`config.mk`:
```
export PLATFORM = sky130hd
export DESIGN_NAME = decimal_to_priority_encoder
export DESIGN_NICKNAME = d
export VERILOG_FILES = /design/src/rtl/decimal_to_priority_encoder_pkg.sv /design/src/rtl/decimal_to_priority_encoder_core.sv /design/src/rtl/decimal_to_priority_encoder.sv
export SDC_FILE = /design/constraint.sdc
export NUM_CORES = 1
export LEC_CHECK = 0
export BUFFER_PORTS_ARGS = -buffer_cell sky130_fd_sc_hd__buf_2
export CELL_PAD_IN_SITES_DETAIL_PLACEMENT = 1
export CELL_PAD_IN_SITES_GLOBAL_PLACEMENT = 1
export CORE_AREA = 2 2 39 41
export DETAILED_ROUTE_END_ITERATION = 10
export DIE_AREA = 0 0 41 43
export GPL_TIMING_DRIVEN = 0
export PLACE_DENSITY_LB_ADDON = 0.1
export SYNTH_ARGS = -nofsm -noshare
export SYNTH_HDL_FRONTEND = slang
export SYNTH_HIERARCHICAL = 1
export SYNTH_SLANG_ARGS = --single-unit
```
`constraint.sdc`:
```
create_clock -name clk -period 1.3 [get_ports clk]
set_clock_uncertainty 0.2 [all_clocks]
set_input_delay 0.13 -clock clk [delete_from_list [all_inputs] [get_ports clk]]
set_output_delay 0.13 -clock clk [all_outputs]
set_load 0.05 [all_outputs]
```
`src/rtl/decimal_to_priority_encoder_pkg.sv`:
```
// Shared widths and codes for the decimal-to-BCD priority encoder.
package decimal_to_priority_encoder_pkg;

  localparam int DEC_W  = 10;
  localparam int CODE_W = 4;

  localparam logic [CODE_W-1:0] CODE_NONE = 4'd0;

  // Combined encoder result: request-present flag plus the binary code.
  typedef struct packed {
    logic              any;
    logic [CODE_W-1:0] code;
  } enc_result_t;

endpackage

```
`src/rtl/decimal_to_priority_encoder_core.sv`:
```
// Combinational core: highest asserted decimal line -> binary code.
module decimal_priority_core
  import decimal_to_priority_encoder_pkg::*;
(
  input  logic [DEC_W-1:0]  d,
  output logic              any,
  output logic [CODE_W-1:0] code
);

  // Descending priority: the first matching pattern is the highest set bit,
  // so lower bits are don't-care.
  always_comb begin
    any  = 1'b1;
    code = CODE_NONE;
    casez (d)
      10'b1?????????: code = 4'd9;
      10'b01????????: code = 4'd8;
      10'b001???????: code = 4'd7;
      10'b0001??????: code = 4'd6;
      10'b00001?????: code = 4'd5;
      10'b000001????: code = 4'd4;
      10'b0000001???: code = 4'd3;
      10'b00000001??: code = 4'd2;
      10'b000000001?: code = 4'd1;
      10'b0000000001: code = 4'd0;
      default: begin
        any  = 1'b0;
        code = CODE_NONE;
      end
    endcase
  end

endmodule

```
`src/rtl/decimal_to_priority_encoder.sv`:
```
// Registered 10-line decimal-to-BCD priority encoder with capture enable.
module decimal_to_priority_encoder
  import decimal_to_priority_encoder_pkg::*;
(
  input  logic              clk,
  input  logic              rst_n,
  input  logic              en,
  input  logic [DEC_W-1:0]  d,
  output logic [CODE_W-1:0] q,
  output logic              valid
);

  enc_result_t enc;

  decimal_priority_core u_core (
    .d    (d),
    .any  (enc.any),
    .code (enc.code)
  );

  // Capture the encoded result when enabled; hold otherwise.
  always_ff @(posedge clk or negedge rst_n) begin
    if (!rst_n) begin
      q     <= CODE_NONE;
      valid <= 1'b0;
    end else if (en) begin
      q     <= enc.code;
      valid <= enc.any;
    end
  end

endmodule

```
After elaboration in Yosys (flattened, before gate mapping)

Cells that the tools add are included.

Output and inout bits: 5
Input port bits: 13
Logic and storage cells: 14
Flip-flop bits (word level): 5

Multiplexer cells: 2
Reductions and logical operators: 1
Equality and inequality tests: 9

Operators by type and width:

| kind                                                                   | number |
|---|---|
| 4-bit case mux with 9 select lines                                     | 1 |
| 10-bit by 1-bit equality test with 1-bit output, second input constant | 1 |
| 10-bit OR reduction                                                    | 1 |
| 9-bit by 1-bit equality test with 1-bit output, second input constant  | 1 |
| 8-bit by 1-bit equality test with 1-bit output, second input constant  | 1 |
| 7-bit by 1-bit equality test with 1-bit output, second input constant  | 1 |
| 6-bit by 1-bit equality test with 1-bit output, second input constant  | 1 |
| 5-bit by 1-bit equality test with 1-bit output, second input constant  | 1 |
| 4-bit by 1-bit equality test with 1-bit output, second input constant  | 1 |
| 3-bit by 1-bit equality test with 1-bit output, second input constant  | 1 |
| 2-bit by 1-bit equality test with 1-bit output, second input constant  | 1 |
| 1-bit two-way mux                                                      | 1 |

Logic depth before layout (Yosys ltp)

Depth in word-level cells: 3
Mapped depth: 4
Mapped depth without buffers: 4

Hierarchy

The synthesis kept the hierarchy.

By module, submodules not included:

| module                      | seq. area each (um2) | area an instance (um2) | cells each | instances |
|---|---|---|---|---|
| decimal_to_priority_encoder | 125.1                | 181.4                  | 10         | 1 |
| decimal_priority_core       | 0.0                  | 93.8                   | 15         | 1 |

Worst setup path before layout

OpenSTA, ideal clock, no wires.

Path kind: register -> register
Start point: register, netlist name q[0]
End point: register q[0]
Period minus slack after synthesis: 1.188 ns
Setup time: 0.125 ns
Setup slack: 0.112 ns
Buffers on the path: 0
Required time: 0.975 ns
Stages on the path, launching flop included: 2
Data arrival time: 0.863 ns
Path through: dfrtp_1 > mux2_2

RTL lines:

| element              | line                              | text |
|---|---|---|
| end signal, assigned | decimal_to_priority_encoder.sv:27 | `q <= enc.code;` |
| end, declared        | decimal_to_priority_encoder.sv:9  | `output logic [CODE_W-1:0] q,` |

Final worst setup path

Start point: register q[0]
End point: output port q[0]

No word-level cell between the ends.

==> results.yml <==
run_status:
  status: "complete, no violations"
yosys:
  syn_area_um2: 275
  synth_top_family_by_area: "multiplexers"
  syn_inst: 25
  synth_nets: 38
  synth_seq_cells: 5
  synth_compound_area_frac: 0.114
  yosys.area_share.adder: 0
  synthMuxAreaShare: 0.205
  ys.flop_type: "dfrtp_1"
  async_reset_ff_frac: 1.00
  synth_area_per_cell_um2: 11.0
  yosys_warnings: 6
  yosysSeqAreaShare: 0.455
  yosys.area.top_type: "dfrtp_1"
  synth_commonest_cells: "5 x dfrtp_1, 5 x mux2_2, 5 x nor2_1"
  synth_top_area_frac: 0.455
  synthSimpleGateAreaFrac: 0.186
  synth_cell_types: 11
  synthTopCellsByArea: "dfrtp_1 45%, mux2_2 20%, nor4_4 7.7%"
  synthXorXnorAreaFrac: 0
  synth_edf_count: 0
critical_path:
  timing_worst_setup_path_type: "flop to output pin"
  cpPeakStageDelay_ns: 0.33
  cp.arrival_ns: 0.83
  crit_path_end_kind: "output pin"
  start_kind: "flop"
  crit_chain: "buf_2"
  cp_max_fo: 2
  cpLargestDelayFamily: "flip-flops"
  crit_required_ns: 0.97
  crit_slowest_cell: "dfrtp_1"
  cp_num_buf_inv: 1
timing:
  slew_violations: 0
  setup_violations: 0
  worst_slew_pin_slew_ns: 0.274
  rsz0062_at_grt: "no"
  period_needed_ns: 1.16
  relSlewSlack: 0.816
  fin_crit_sh: 0.890
  holdWs_ns: 0.0264
  max_freq_ghz: 0.865
  hold_viol_final: 0
clock_network:
  ctsHoldBuffers: 1
  htree_levels: 1
  cts_root_buffer: "clkbuf_4"
  clkSlewWorstSetupHoldPaths_ns: 0.04
  cts_max_path_buffers: 2
  numCtsBuffers: 3
  cts_tree: "done"
  clk_latency_ns: 0.24
  cts_resized: 0
  cts_setup_buffers: 0
  cts.sinks: 5
worst_hold_path:
  holdCritPathClass: "input port to flop"
floorplanning:
  die_area_um2: 1760
  coreArea_um2: 1380
  row_count: 14
  die_height_um: 43
  io_pins: 18
  die_x_um: 41
  initial_core_util: 0.199
final_layout:
  diodes: 0
  nets: 61
  syn_to_final_growth_pct: 51.4
  fin_cells: 63
  drive_above_1_share: 0.553
routing:
  post_drt_wl_per_cell_um: 11.1
  first_pass_iters: 1
  first_iter_violations: 0
  routed_wl_um: 698
  vias: 269
  route.detailed.drc: 0
  viasPerCell: 4.27
  ant_nets: 0
global_routing:
  antenna_found_initial: 0
  grt_pass1_wl_um: 883
  grt_use_total: 0.0818
  grt_pass1_vias: 214
  grt_max_degree: 6
  grt-ovfl-total: 0
placed_design:
  place_congestion: 0.623
  dp_hpwl_um: 615
  portBuffers: 17
  dp_cells: 58
power:
  irDropWorstVdd_mv: 0.475
  p_leak_nw: 0.192
  pwr_density_cell_nw_per_um2: 1120
flow_run:
  maxCapViolCount: 0
cells in the final DEF (no fill, tap or decap):
cell | synthesis | final
o31a_1 | 1 | 1
clkbuf_1 | 0 | 1
clkbuf_4 | 0 | 3
nor3_1 | 1 | 1
a41oi_1 | 1 | 1
nor2_1 | 5 | 5
nor4_4 | 1 | 1
dlygate4sd3_1 | 0 | 1
a221oi_1 | 1 | 1
mux2_2 | 5 | 5
inv_1 | 3 | 3
buf_2 | 0 | 17
dfrtp_1 | 5 | 5
nand4_1 | 1 | 1
o21ai_0 | 1 | 1
cell type report:
| type | count | area, µm² |
|---|---|---|
| Clock buffer | 4 | 26.3 |
| Multi-Input combinational cell | 17 | 139 |
| Tap cell | 16 | 20.0 |
| Inverter | 3 | 11.3 |
| Fill cell | 169 | 967 |
| Timing Repair Buffer | 18 | 95.1 |
| Sequential cell | 5 | 125 |
where the power goes:
group,leakage [nW],internal (mW),switching [mW]
sequential,0.0560,0.168,0.00459
clock,0.0150,0.116,0.0574
combinational,0.121,0.0418,0.0791
per-stage QoR:
step | instance area [µm²] | power (mW) | setup TNS (ns) | setup slack, ns | utilization
2_1_floorplan | 275 | 0.245 | 0 | 0.112 | -
3_3_place_gp | 380 | 0.291 | -0.0689 | -0.0396 | 0.275
3_5_place_dp | 380 | 0.296 | -0.133 | -0.0841 | 0.275
4_1_cts | 417 | 0.479 | 0 | 0.122 | 0.301
5_1_grt | 417 | 0.505 | 0 | 0.0844 | 0.301
6_report | 417 | 0.467 | 0 | 0.144 | 0.301
state kept, by name, summed over array words and instances (netlist names):
name / cells
q: 4
valid: 1
per-layer routing:
| metal | GRT usage | share of wire | wire length [µm] |
|---|---|---|---|
| met5 | 0 | 0 | 0 |
| met4 | 0.100 | 0 | 0 |
| met1 | 0.0852 | 0.37 | 260 |
| met2 | 0.116 | 0.53 | 368 |
| met3 | 0.0157 | 0.10 | 70 |
cell families after synthesis:
family / Yosys count
compound gates: 4
flops: 5
buf+inv: 3
simple gates: 8
mux: 5
path summary, 6_finish.rpt:
check / slack [ns] / cells after the start / startpoint / end
max: 0.14 / 1 / q[0] / q[0]
min: 0.03 / 2 / en / q[0]
max reg2reg: 0.36 / 1 / valid / valid
min reg2reg: 0.30 / 1 / q[3] / q[3]
max in group asynchronous: 0.74 / 2 / rst_n / q[1]
min in group asynchronous: 0.04 / 2 / rst_n / valid
Power figures use the tool's default switching activity.
